--- src/rtl/dds_am_ctrl.sv ---
// dds_am_ctrl: command-driven control block for an AM DDS datapath.
// Commands write shadow copies of the carrier FTW, modulating FTW and depth.
// A commit arms the block. The shadow set is then copied into the active
// outputs on the next carrier phase wrap, so the datapath retunes only on a
// carrier cycle boundary.
// Optional build macro DDS_AM_CTRL_TIMEOUT_EN adds a forced-apply timeout.
// With the timeout, a commit is applied after TIMEOUT_CYC pending cycles
// even if no carrier wrap arrives.
//
// Handshake: a command transfers on every rising clk edge where cmd_valid
// and cmd_ready are both high. cmd_ready is high only while idle. A command
// held with cmd_valid while cmd_ready is low stays pending and transfers
// later. It is never dropped.
module dds_am_ctrl #(
  parameter logic [15:0] RST_CAR_FTW = 16'd6554,
  parameter logic [15:0] RST_MOD_FTW = 16'd66,
  parameter logic [7:0]  RST_DEPTH   = 8'd128,
  parameter logic [7:0]  DEPTH_MAX   = 8'd255,
  parameter logic [15:0] TIMEOUT_CYC = 16'd1000
) (
  input  logic        clk,
  input  logic        rst_n,
  input  logic        cmd_valid,
  output logic        cmd_ready,
  input  logic [1:0]  cmd_addr,
  input  logic [15:0] cmd_data,
  input  logic        carrier_wrap,
  output logic [15:0] car_ftw,
  output logic [15:0] mod_ftw,
  output logic [7:0]  depth,
  output logic        cfg_update,
  output logic        busy
);

  typedef enum logic [1:0] {
    ST_IDLE    = 2'd0,
    ST_PENDING = 2'd1,
    ST_APPLY   = 2'd2
  } state_t;

  localparam logic [1:0] ADDR_CAR    = 2'd0;
  localparam logic [1:0] ADDR_MOD    = 2'd1;
  localparam logic [1:0] ADDR_DEPTH  = 2'd2;
  localparam logic [1:0] ADDR_COMMIT = 2'd3;

  // The reset depth goes through the same saturation as a written depth.
  localparam logic [7:0] RST_DEPTH_SAT = (RST_DEPTH > DEPTH_MAX) ? DEPTH_MAX : RST_DEPTH;

  state_t      state_q, state_d;
  logic [15:0] sh_car_q, sh_car_d;
  logic [15:0] sh_mod_q, sh_mod_d;
  logic [7:0]  sh_depth_q, sh_depth_d;
  logic [15:0] car_q, car_d;
  logic [15:0] mod_q, mod_d;
  logic [7:0]  depth_q, depth_d;
  logic        cfg_update_q, cfg_update_d;

  logic        cmd_fire;
  logic        start_apply;

  assign cmd_fire = cmd_valid && cmd_ready;

`ifdef DDS_AM_CTRL_TIMEOUT_EN
  logic [15:0] to_cnt_q, to_cnt_d;
  logic        timeout_hit;

  // Pending-cycle counter. It reads zero in the first pending cycle and
  // counts each pending cycle after that.
  always_comb begin
    to_cnt_d = '0;
    if (state_q == ST_PENDING) to_cnt_d = to_cnt_q + 16'd1;
  end

  assign timeout_hit = (state_q == ST_PENDING) && (to_cnt_q == (TIMEOUT_CYC - 16'd1));

  // A wrap and a timeout in the same cycle give the same apply timing.
  assign start_apply = carrier_wrap || timeout_hit;

  // Timeout counter register.
  always_ff @(posedge clk) begin
    if (!rst_n) to_cnt_q <= '0;
    else        to_cnt_q <= to_cnt_d;
  end
`else
  // Without the timeout, only a carrier wrap releases a pending commit.
  assign start_apply = carrier_wrap;

  // TIMEOUT_CYC has no function in this build.
  logic unused_timeout_cyc;
  assign unused_timeout_cyc = ^TIMEOUT_CYC;
`endif

  // FSM state register.
  always_ff @(posedge clk) begin
    if (!rst_n) state_q <= ST_IDLE;
    else        state_q <= state_d;
  end

  // FSM next-state logic. A wrap seen while still idle (commit cycle) is ignored.
  always_comb begin
    state_d = state_q;
    case (state_q)
      ST_IDLE:    if (cmd_fire && (cmd_addr == ADDR_COMMIT)) state_d = ST_PENDING;
      ST_PENDING: if (start_apply) state_d = ST_APPLY;
      ST_APPLY:   state_d = ST_IDLE;
      default:    state_d = ST_IDLE;
    endcase
  end

  // FSM outputs.
  always_comb begin
    cmd_ready = (state_q == ST_IDLE);
    busy      = (state_q != ST_IDLE);
  end

  // Shadow writes and active-register load.
  // The active set loads on the same edge that enters APPLY. The new values
  // and the cfg_update pulse both appear in the APPLY cycle, one cycle after
  // the wrap.
  always_comb begin
    sh_car_d     = sh_car_q;
    sh_mod_d     = sh_mod_q;
    sh_depth_d   = sh_depth_q;
    car_d        = car_q;
    mod_d        = mod_q;
    depth_d      = depth_q;
    cfg_update_d = 1'b0;
    if (cmd_fire) begin
      case (cmd_addr)
        ADDR_CAR: sh_car_d = cmd_data;
        ADDR_MOD: sh_mod_d = cmd_data;
        // Compare the full payload, so an out-of-range value such as 300
        // clamps to DEPTH_MAX instead of wrapping through its low byte.
        ADDR_DEPTH: sh_depth_d = (cmd_data > {8'h00, DEPTH_MAX}) ? DEPTH_MAX : cmd_data[7:0];
        default: ;
      endcase
    end
    if ((state_q == ST_PENDING) && start_apply) begin
      car_d        = sh_car_q;
      mod_d        = sh_mod_q;
      depth_d      = sh_depth_q;
      cfg_update_d = 1'b1;
    end
  end

  // Shadow, active and pulse registers. Reset discards any pending commit
  // and the shadow contents.
  always_ff @(posedge clk) begin
    if (!rst_n) begin
      sh_car_q     <= RST_CAR_FTW;
      sh_mod_q     <= RST_MOD_FTW;
      sh_depth_q   <= RST_DEPTH_SAT;
      car_q        <= RST_CAR_FTW;
      mod_q        <= RST_MOD_FTW;
      depth_q      <= RST_DEPTH_SAT;
      cfg_update_q <= 1'b0;
    end else begin
      sh_car_q     <= sh_car_d;
      sh_mod_q     <= sh_mod_d;
      sh_depth_q   <= sh_depth_d;
      car_q        <= car_d;
      mod_q        <= mod_d;
      depth_q      <= depth_d;
      cfg_update_q <= cfg_update_d;
    end
  end

  assign car_ftw    = car_q;
  assign mod_ftw    = mod_q;
  assign depth      = depth_q;
  assign cfg_update = cfg_update_q;

endmodule
--- config.mk ---
export PLATFORM = sky130hd
export DESIGN_NAME = dds_am_ctrl
export DESIGN_NICKNAME = d
export VERILOG_FILES = /design/src/rtl/dds_am_ctrl.sv
export SDC_FILE = /design/constraint.sdc
export NUM_CORES = 1
export LEC_CHECK = 0
export CAP_MARGIN = 40
export CORE_MARGIN = 2
export CORE_UTILIZATION = 50
export DETAILED_ROUTE_END_ITERATION = 10
export PLACE_DENSITY = 0.87
export SLEW_MARGIN = 20
export SYNTH_ARGS = -nofsm -noshare
export SYNTH_HDL_FRONTEND = slang
export SYNTH_SLANG_ARGS = --single-unit
--- constraint.sdc ---
create_clock -name clk -period 1.8 [get_ports clk]
set_input_delay 0.36 -clock clk [delete_from_list [all_inputs] [get_ports clk]]
set_output_delay 0.36 -clock clk [all_outputs]
set_load 0.01 [all_outputs]
==> results.txt, run 1 <==
The run finished with clean final reports. Routability-driven placement finished with a final weighted congestion of 0.855. For the worst setup path, the data required time is 2070 ps. The static leakage came out at 1.54 nW. Summing all placed instances gives a cell area of 0.00382 sq mm. The detail-routed net length per standard cell came out at 14.2 um. The worst setup path is launched from an input port. The width of the die is 81.8 um.

The worst clock skew is 6.15 ps. The remaining number of nets flagged by the antenna check after routing is 0. The instance count after placement with tap cells included came out at 475.

The remaining routing DRC violations came out at 0. The first detailed-routing pass ran for 4 iterations. The residual overflow from global routing is 0. The number of instances in the synthesized netlist came out at 341. The final count of negative-setup-slack endpoints came out at 0.

Sorting the synthesized cells by area gives the leading types as sky130_fd_sc_hd__dfxtp_1 (55%), sky130_fd_sc_hd__nand2_1 (15%), sky130_fd_sc_hd__mux2i_1 (10%). The count of cells in the finished layout, fillers not included, comes to 489. The first-pass GRT wire length came out at 11.1 mm. The fmax is 579 MHz. The area of the core came out at 0.00589 sq mm. The async set-reset flop share out of synthesis is 0%. The buffer depth of the longest clock path is 2.

The fraction of power consumed by the clock network is 38.5%. The minimum period implied by the final worst setup slack came out at 1730 ps. The critical-path maximum fanout came out at 15.

On the worst path, the slowest cell contributes a delay of 480 ps. The floorplan step defined a die boundary enclosing 0.00669 sq mm. Dividing the detail-routed via count by the number of cells gives 5.08. The largest net degree at the start of global routing came out at 41.

The sequential cell area fraction in the yosys report came out at 54.9%. The number of clock sinks came out at 83. The number of buffers added by the clock tree synthesis step came out at 9. The count of pins over their slew limit is 0.

Traced cell by cell, the critical path runs through clkdlybuf4s50_1 -> or3b_4 -> buf_4 -> nor3_4 -> buf_12 -> mux2i_1. The library cell contributing the largest single delay on the critical path is sky130_fd_sc_hd__clkdlybuf4s50_1. The setup slack on the worst flop-to-flop path came out at 200 ps. The number of buffers and inverters on the critical path is 3. The overall routing resource usage came out at 22.5%. The commonest cells after synthesis are sky130_fd_sc_hd__nand2_1 (118), sky130_fd_sc_hd__dfxtp_1 (83), sky130_fd_sc_hd__mux2i_1 (31). Setup repair after global routing left no endpoint under its margin.

For this design the ratio of total power to cell area is 880 mW/mm^2. The number of synthesized register bits is 83. The filler cell count came out at 478. The height of the chip came out at 81.8 um.

Compared with the post-synthesis result, the final layout area differs by 32.8%. The switching power share of the total came out at 22.2%. In this design, the largest share of critical-path delay is due to buffers and inverters.

The yosys synthesis warning count came out at 0. Input and output buffers added on the ports amount to 64. The effective utilization at floorplan is 51.4%.

The via count of the first global-routing pass is 2419. The number of antenna diodes is 0. The net switching power is 0.787 mW. The distinct cell type count after synthesis is 26.

The arrival time reported for the critical path endpoint is 2000 ps. The critical path is of the input port to flip-flop type. The critical path capture point type is a flip-flop. The half-perimeter wire length of the detailed placement result is 4.81 mm. The routed layout has 2486 vias. The total number of nets in the final design is 433.

The cell taking the most area after synthesis is sky130_fd_sc_hd__dfxtp_1. The insertion delay to the later sink of the worst-skew pair is 350 ps. The worst hold-check path type is input port to flip-flop. The tree is rooted in a sky130_fd_sc_hd__clkbuf_8.

The post-synth net total came out at 363. Wires add up to 6.94 mm. The clock slew seen by the registers of the worst setup and hold paths is 80 ps. The post-synthesis cell area came out at 0.00303 sq mm. In this run, the combinational gates consume 7.7% of the power. The top-level port count came out at 65.

The count of H-tree levels built during CTS is 3. After layout, the worst path uses 96.0% of the clock period. The proportion of power drawn by flip-flops and latches came out at 53.8%.

Yosys mapped a number of flops with a built-in enable equal to 0. The peak supply drop is 0.000449 V. The final count of hold timing violations came out at 0. By instance count, the leading cell after synthesis is sky130_fd_sc_hd__nand2_1. After routing the design area is 0.00402 sq mm.

TritonCTS built the clock tree. The share of final-layout standard cells stronger than drive strength 1 came out at 11.4%. The area fraction of the dominant cell type after synthesis is 54.9%. The initial antenna violation count is 0. The internal power consumption came out at 2.75 mW. The number of rows created at floorplan is 28. The slew at the pin closest to its max-slew limit is 374 ps.

The worst-case headroom to the max-slew limit is 74.8%. The post-synthesis area per instance came out at 8.88 sq um. The tool flagged a number of max-cap violations equal to 0. The top flip-flop cell by instance count after synthesis is sky130_fd_sc_hd__dfxtp_1. The number of DRC markers in iteration 0 is 107.
==> worst min-delay path, delay by kind of cell <==
family                 cells  cell delay (ps)
buffers and inverters      1              130
multiplexers               1              130
AND/OR/NAND/NOR            1               70
==> kinds of logic (layout without fill, tap and decap cells) <==
group	count (synthesis)	after routing	share of synthesized area [%]
buf+inv	26	99	3.76
mux	33	33	11.0
flops	83	83	54.9
compound gates	38	38	7.90
simple gates	161	161	22.4
==> power groups by stage <==
stage	sequential [mW]	combinational [mW]	clock, mW
after floorplan	1.94	0.137	0
after global placement	1.94	0.265	0
after detailed placement	1.94	0.273	0
after CTS	1.90	0.274	1.37
after global routing	1.91	0.298	1.45
final	1.90	0.274	1.36
==> layout by cell type (no fill, tap or decap), types with 2 or more instances in the layout <==
| cell | count |
|---|---|
| sky130_fd_sc_hd__nand2_1 | 118 |
| sky130_fd_sc_hd__dfxtp_1 | 83 |
| sky130_fd_sc_hd__clkdlybuf4s50_1 | 61 |
| sky130_fd_sc_hd__mux2i_1 | 31 |
| sky130_fd_sc_hd__a21oi_1 | 30 |
| sky130_fd_sc_hd__nor2_1 | 17 |
| sky130_fd_sc_hd__buf_4 | 17 |
| sky130_fd_sc_hd__clkbuf_8 | 12 |
| sky130_fd_sc_hd__nand3_1 | 11 |
| sky130_fd_sc_hd__o221a_2 | 7 |
| sky130_fd_sc_hd__inv_1 | 2 |
| sky130_fd_sc_hd__mux2_2 | 2 |
| sky130_fd_sc_hd__nand2b_1 | 2 |
| sky130_fd_sc_hd__nor2b_1 | 2 |
| sky130_fd_sc_hd__nor4_1 | 2 |
| sky130_fd_sc_hd__dlygate4sd2_1 | 2 |
| sky130_fd_sc_hd__buf_12 | 2 |
==> final cells by class <==
class | instances | area (sq um) | area share, %
inverters | 2 | 7.51 | 0.187
multi-input cells | 232 | 1260 | 31.2
clock inverters | 2 | 35.0 | 0.871
flip-flops and latches | 83 | 1660 | 41.3
well taps | 75 | 93.8 | 2.33
repair buffers | 83 | 801 | 19.9
clock buffers | 12 | 165 | 4.11
==> routing by layer <==
layer,track usage [%],vias to the layer above,part of all wire (%)
li1,-,1259,-
met1,27.9,1156,43
met2,37.6,60,50
met3,4.84,11,4.8
met4,9.83,0,1.9
met5,0,-,0
==> state kept, by name, indices dropped and copies added, names as in the netlist <==
register	cells
state_q	2
sh_mod_q	16
cfg_update	1
mod_ftw	16
sh_car_q	16
sh_depth_q	8
depth	8
car_ftw	16
==> per-stage QoR <==
| stage | util, % | setup slack [ps] | power, mW | hold WS (ps) | TNS, ps |
|---|---|---|---|---|---|
| final | 68.3 | 71.5 | 3.54 | 375 | 0 |
| after global routing | 68.3 | 27.4 | 3.66 | 377 | 0 |
| after CTS | 68.2 | 37.7 | 3.55 | 365 | 0 |
| after detailed placement | 64.9 | -335 | 2.22 | 445 | -9710 |
| after global placement | 64.9 | -222 | 2.21 | 442 | -7370 |
| after floorplan | - | 253 | 2.08 | 432 | 0 |
==> path summary, 6_finish.rpt <==
kind | from | to | depth (start not counted)
max | cmd_valid | sh_car_q[1] | 6
max reg2reg | state_q[1] | sh_car_q[1] | 5
min | rst_n | sh_car_q[7] | 3
min reg2reg | sh_depth_q[2] | depth[2] | 2
==> repair_timing <==
action / CTS / global route
buffers inserted: 0 / 0
gates resized for setup: 2 / 1
endpoints found under the setup margin: 2 / 2
gates cloned: 0 / 0
hold buffers: 0 / 0
No activity file was read; power rests on OpenSTA's default activity.
==> inputs of run 2 (changes only) <==
--- a/config.mk
+++ b/config.mk
@@ -5,11 +5,12 @@
 export SDC_FILE = /design/constraint.sdc
 export NUM_CORES = 1
 export LEC_CHECK = 0
+export ABC_CLOCK_PERIOD_IN_PS = 1800
 export CAP_MARGIN = 40
 export CORE_MARGIN = 2
-export CORE_UTILIZATION = 50
+export CORE_UTILIZATION = 40
 export DETAILED_ROUTE_END_ITERATION = 10
-export PLACE_DENSITY = 0.87
+export PLACE_DENSITY = 0.73
 export SLEW_MARGIN = 20
 export SYNTH_ARGS = -nofsm -noshare
 export SYNTH_HDL_FRONTEND = slang
==> run 2 against run 1 <==
Effect of this change: critical path depth down 1; via count up 1.3%; largest cell class unchanged; die area up 24%; highest routed layer unchanged; sequential power about the same.
==> results.txt, run 2 (synthesis results as in run 1) <==
The power density over cell area came out at 860 mW/mm^2. The worst path needs 1740 ps of the cycle, external delays included. The most common library cell in the layout ignoring fill and taps is sky130_fd_sc_hd__nand2_1.

The buffer depth of the longest clock path came out at 2. Traced cell by cell, the critical path runs through clkdlybuf4s50_1 -> or3b_4 -> or3b_1 -> buf_4 -> mux2i_1. The number of maximum-capacitance violations came out at 0.

Across all hold checks on the routed design, the worst slack comes to 324 ps. The number of DRC markers in iteration 0 is 97. The net switching power came out at 0.830 mW. The number of clock sinks is 83. The number of cells on the worst reg-to-reg path is 4. Setup repair after global routing left no endpoint under its margin. Setup violations remaining at the end of the flow were counted as 0. The internal power consumption is 2.65 mW. The number of antenna diodes in the final layout is 0. The effective utilization at floorplan came out at 41.5%.

The fraction of power consumed by the clock network came out at 37.6%. TritonCTS built the clock tree. The detailed-routing iteration count for the pre-antenna-repair pass came out at 4. The final weighted congestion of routability-driven global placement is 0.790. The critical path is of the input port to flip-flop type.

The final critical-path setup slack came out at 58.4 ps. STA puts the critical path data arrival time at 1980 ps. The via count of the first global-routing pass was 2522. The required time of the worst setup path came out at 2040 ps. The top-level port count came out at 65. The via count normalized by instance count is 4.87.

The width of the die is 91.0 um. For the pin with the worst max-slew slack, the measured transition is 398 ps. The number of rows created at floorplan is 31. The flow ran to the end, and the final reports show no timing, DRC or antenna violations. The insertion delay to the later sink of the worst-skew pair is 350 ps. The clock arrives with 7.23 ps of skew.

The part of the cycle the worst path needs came out at 96.8%. The minimum setup slack after placement came out at -288 ps. The height of the chip came out at 91.0 um.

The library cell contributing the largest single delay on the critical path is sky130_fd_sc_hd__clkdlybuf4s50_1. The total placed instance area is 0.00386 sq mm. The worst setup path is launched from an input port. The initial antenna violation count came out at 0. The full die area is 0.00828 sq mm. The count of pins over their slew limit is 0.

The largest net degree at the start of global routing came out at 41. The wire length after detailed routing is 6.92 mm. The half-perimeter wire length of the detailed placement result is 4.87 mm. The number of buffers added by the clock tree synthesis step came out at 9.

The critical path capture point type is a flip-flop. The fraction of the core area covered by cells at the end of the flow is 55.5%. The cell depth of the worst setup path came out at 5. Summed over all layers, the global routing overflow is 0. The worst-case headroom to the max-slew limit came out at 73.2%. Compared with the post-synthesis result, the final layout area differs by 33.7%. In the final layout, the share of cells above drive strength 1 is 12.0%. The min-delay analysis places its worst path in the category input port to flip-flop. The total setup buffers inserted after CTS is 0. The area of the core is 0.00729 sq mm. The number of buffer and inverter instances along the worst setup path came out at 2. The remaining number of nets flagged by the antenna check after routing is 0.

The switching power share of the total is 23.9%. The first-pass GRT wire length came out at 11.8 mm. The instance count after placement with tap cells included is 502. The clock slew seen by the registers of the worst setup and hold paths came out at 80 ps. The kind of cell with the highest combined delay on the critical path is simple AND/OR/NAND/NOR gates. In this run the worst path has a maximum fanout of 9. The finished cells cover 0.00405 sq mm.

The combinational group share of total power is 7.8%. On the worst path, the slowest cell contributes a delay of 490 ps. The detail-routed net length per standard cell is 13.4 um. The remaining routing DRC violations came out at 0. The quantity of I/O buffers inserted on ports is 64. The peak supply drop is 0.000399 V.

The final count of hold timing violations is 0. Static timing analysis puts the maximum clock frequency at 574 MHz. The filler cell count is 687. The top cell types in the final layout, fill and taps aside, are sky130_fd_sc_hd__nand2_1 (118), sky130_fd_sc_hd__dfxtp_1 (83), sky130_fd_sc_hd__clkdlybuf4s50_1 (61). CTS built an H-tree with a depth of 3. At the end of the flow, the number of nets in the layout was 436. The analysis attributes to cell leakage a power of 1.54 nW.

The overall routing resource usage came out at 17.8%. The final standard cell count with taps included and fillers excluded is 517. For this block, the via count after detailed routing is 2518. CTS placed an instance of sky130_fd_sc_hd__clkbuf_8 at the clock tree root. Of the total power, registers draw 54.7%. The worst hold path passes through 2 cells.
run 2: changes by cell type in the layout (fill, tap and decap cells not counted), sizes merged:
cell,previous run,this run
inv,2,3
buf,20,23
clkbuf,12,9
clkinvlp,0,3
run 2: power groups by stage:
stage	clock (mW)	sequential [mW]	combinational, mW
floorplan	0	1.94	0.137
global placement	0	1.94	0.268
CTS	1.34	1.90	0.272
global route	1.42	1.91	0.296
detailed placement	0	1.94	0.273
finish	1.31	1.90	0.270
run 2: area by class of cell:
class | count | area, sq um | area share, %
clock inverter | 6 | 66.3 | 1.64
multi-input combinational | 232 | 1250 | 30.9
sequential | 83 | 1660 | 41.1
timing repair buffer | 86 | 811 | 20.0
clock buffer | 9 | 124 | 3.06
tap | 99 | 124 | 3.06
inverter | 2 | 7.51 | 0.186
run 2: worst paths after layout:
| kind | endpoint | startpoint | slack [ps] |
|---|---|---|---|
| min | car_ftw[1] | rst_n | 320 |
| max | sh_mod_q[9] | cmd_valid | 60 |
| max reg2reg | sh_mod_q[9] | state_q[1] | 200 |
| min reg2reg | mod_ftw[0] | mod_ftw[0] | 460 |
run 2: metal layers:
layer,routed length (um),track usage [%],vias up
met5,0,0,-
met4,149,7.32,0
met3,341,4.73,16
met2,3060,27.8,71
met1,3370,23.2,1165
li1,-,-,1266
run 2: repair_timing:
action,4_1_cts,5_1_grt
hold buffers,0,0
setup endpoints to repair,2,0
gates resized for setup,2,0
run 2: stage by stage:
step | total power, mW | setup TNS (ps)
2_1_floorplan | 2.08 | 0
3_3_place_gp | 2.21 | -8410
3_5_place_dp | 2.22 | -8660
4_1_cts | 3.52 | 0
5_1_grt | 3.62 | 0
6_report | 3.48 | 0
==> inputs of run 3 (changes only) <==
--- a/config.mk
+++ b/config.mk
@@ -5,11 +5,13 @@
 export SDC_FILE = /design/constraint.sdc
 export NUM_CORES = 1
 export LEC_CHECK = 0
+export ABC_AREA = 0
 export ABC_CLOCK_PERIOD_IN_PS = 1800
 export CAP_MARGIN = 40
-export CORE_MARGIN = 2
+export CORE_MARGIN = 10
 export CORE_UTILIZATION = 40
 export DETAILED_ROUTE_END_ITERATION = 10
+export GPL_TIMING_DRIVEN = 0
 export PLACE_DENSITY = 0.73
 export SLEW_MARGIN = 20
 export SYNTH_ARGS = -nofsm -noshare
==> run 3 against run 2 <==
Effect of this change: global-route usage is 3.5 points lower; register-to-register slack hardly changed; cell count is 0.77% higher; via count is 0.71% higher; routed wire length is 12% higher; sequential share of layout area is 0.78 points higher; critical path type unchanged; critical endpoint is now sh_mod_q[13]; largest power group unchanged.
==> results.txt, run 3 (synthesis results as in run 1) <==
The count of vias placed by the detailed router came out at 2536. The hold buffer count at CTS is 0. The number of buffers added by the clock tree synthesis step came out at 9. The minimum setup slack after placement came out at -374 ps. The largest net degree at the start of global routing came out at 13. The minimum period implied by the final worst setup slack is 1750 ps.

The total number of nets in the final design came out at 440. In the routed design, unresolved DRC markers number 0. The wire length after detailed routing is 7.78 mm. The tree is rooted in a sky130_fd_sc_hd__clkbuf_8. Leaving out fill and tap cells, the most frequent cell in the layout is sky130_fd_sc_hd__nand2_1. Buffers placed on the I/O ports in this run total 64. The area of all sequential standard cells is 0.00166 sq mm. The buffer depth of the longest clock path came out at 2. The share of final-layout standard cells stronger than drive strength 1 came out at 7.82%. The pre-antenna-repair detailed-routing pass consisted of 4 iterations. The overall routing resource usage is 14.2%. The via count normalized by instance count came out at 4.87. The full die area is 0.0114 sq mm. The count of H-tree levels built during CTS came out at 3. The initialized floorplan defines 31 standard-cell rows. The detail-routed net length per standard cell is 14.9 um.

Compared with the post-synthesis result, the final layout area differs by 31.2%. The height of the chip is 107 um. The repair_antennas step left the layout with diodes totalling 0. The summed negative setup slack over all endpoints is 0 ps. The top-level port count is 65.

The final count of hold timing violations came out at 0. The static leakage came out at 1.49 nW. The fraction of the core area covered by cells at the end of the flow came out at 54.4%. In this run the worst path has a maximum fanout of 9. The final critical-path setup slack came out at 54.2 ps. The slew at the pin closest to its max-slew limit came out at 528 ps. The run finished with clean final reports. The arrival time reported for the critical path endpoint is 1970 ps.

The peak supply drop came out at 0.000372 V. The final critical path takes up 97.0% of the cycle. The residual overflow from global routing is 0. For this configuration, the core starts out at a cell density of 41.5%. The multi-input combinational cells in the finished layout cover a total of 0.00125 sq mm. The number of maximum-capacitance violations is 0. After clock tree synthesis, the clock-pin slew on the worst setup and hold paths is 80 ps. The top cell types in the final layout, fill and taps aside, are sky130_fd_sc_hd__nand2_1 (118), sky130_fd_sc_hd__dfxtp_1 (83), sky130_fd_sc_hd__clkdlybuf4s50_1 (62). The filler cell count came out at 691.

By startpoint and endpoint, the worst setup path is classified as input port to flip-flop. TritonCTS built the clock tree. The number of DRC markers in iteration 0 is 130. The worst clock skew came out at 4.47 ps. The width of the die came out at 107 um. The fmax is 573 MHz. The area of the core came out at 0.00729 sq mm. The completed layout was analyzed and its total power is 3.32 mW. The remaining number of nets flagged by the antenna check after routing is 0. In this run the power density over the cells is 835 mW/mm^2. The insertion delay to the later sink of the worst-skew pair is 340 ps. The critical path startpoint category is an input port.

The initial antenna violation count was 0. Setup repair after global routing left no endpoint under its margin. STA classifies the critical path endpoint as a flip-flop. The number of clock sinks came out at 83. The final standard cell count with taps included and fillers excluded came out at 521. The required time of the worst setup path came out at 2030 ps. The worst-case headroom to the max-slew limit came out at 64.8%. The worst hold-check path type is flip-flop to flip-flop. In this run, placement finished with an instance count of 504. The final count of negative-setup-slack endpoints came out at 0. The count of pins over their slew limit is 0. The final weighted congestion of routability-driven global placement is 0.881. The half-perimeter wire length of the detailed placement result is 5.78 mm. The via count of the first global-routing pass came out at 2540.

The first global-routing pass estimated 13.2 mm of wire.
[run 3: per-layer routing]
layer  vias up  track usage [%]  share of wire [%]
li1       1274                -                  -
met1      1159             18.2                 45
met2        90             21.9                 45
met3        13             4.19                8.7
met4         0             5.80                2.1
met5         -                0                  0
[run 3: final cells by class]
type,count,share of cell area (%)
buffer,24,2.84
clock buffer,12,3.66
clock inverter,3,0.378
inverter,2,0.189
multi-input combinational,232,31.5
sequential,83,41.9
tap,99,3.12
timing repair buffer,66,16.5
[run 3: repair_timing]
| item | 4_1_cts | 5_1_grt |
|---|---|---|
| buffers inserted | 1 | 1 |
| endpoints found under the setup margin | 13 | 27 |
| endpoints found under the hold margin | 0 | 0 |
| pin swaps | 1 | 2 |
| resized for setup | 2 | 8 |
[run 3: worst paths after layout]
path	from	endpoint	slack [ps]	depth (start not counted)
worst max-delay path	cmd_valid	sh_mod_q[13]	50	5
worst min-delay path	sh_depth_q[3]	depth[3]	460	2
worst max register to register	state_q[1]	sh_mod_q[13]	210	4
worst min register to register	sh_depth_q[3]	depth[3]	460	2
[run 3: critical path: stages]
cell and delay (ps):
sky130_fd_sc_hd__clkdlybuf4s50_1 490, sky130_fd_sc_hd__or3b_4 430, sky130_fd_sc_hd__or3b_1 400, sky130_fd_sc_hd__buf_6 170
sky130_fd_sc_hd__mux2i_1 130
[run 3: stage by stage]
step	hold WS (ps)	instance area [sq um]
2_1_floorplan	432	3030
3_5_place_dp	447	3790
5_1_grt	473	3970
4_1_cts	453	3960
3_3_place_gp	443	3790
6_report	456	3970
[run 3: report_power, final]
| group | internal [mW] | switching (mW) |
|---|---|---|
| Combinational | 0.125 | 0.142 |
| Clock | 0.526 | 0.622 |
| Sequential | 1.88 | 0.0233 |
| Total | 2.53 | 0.787 |
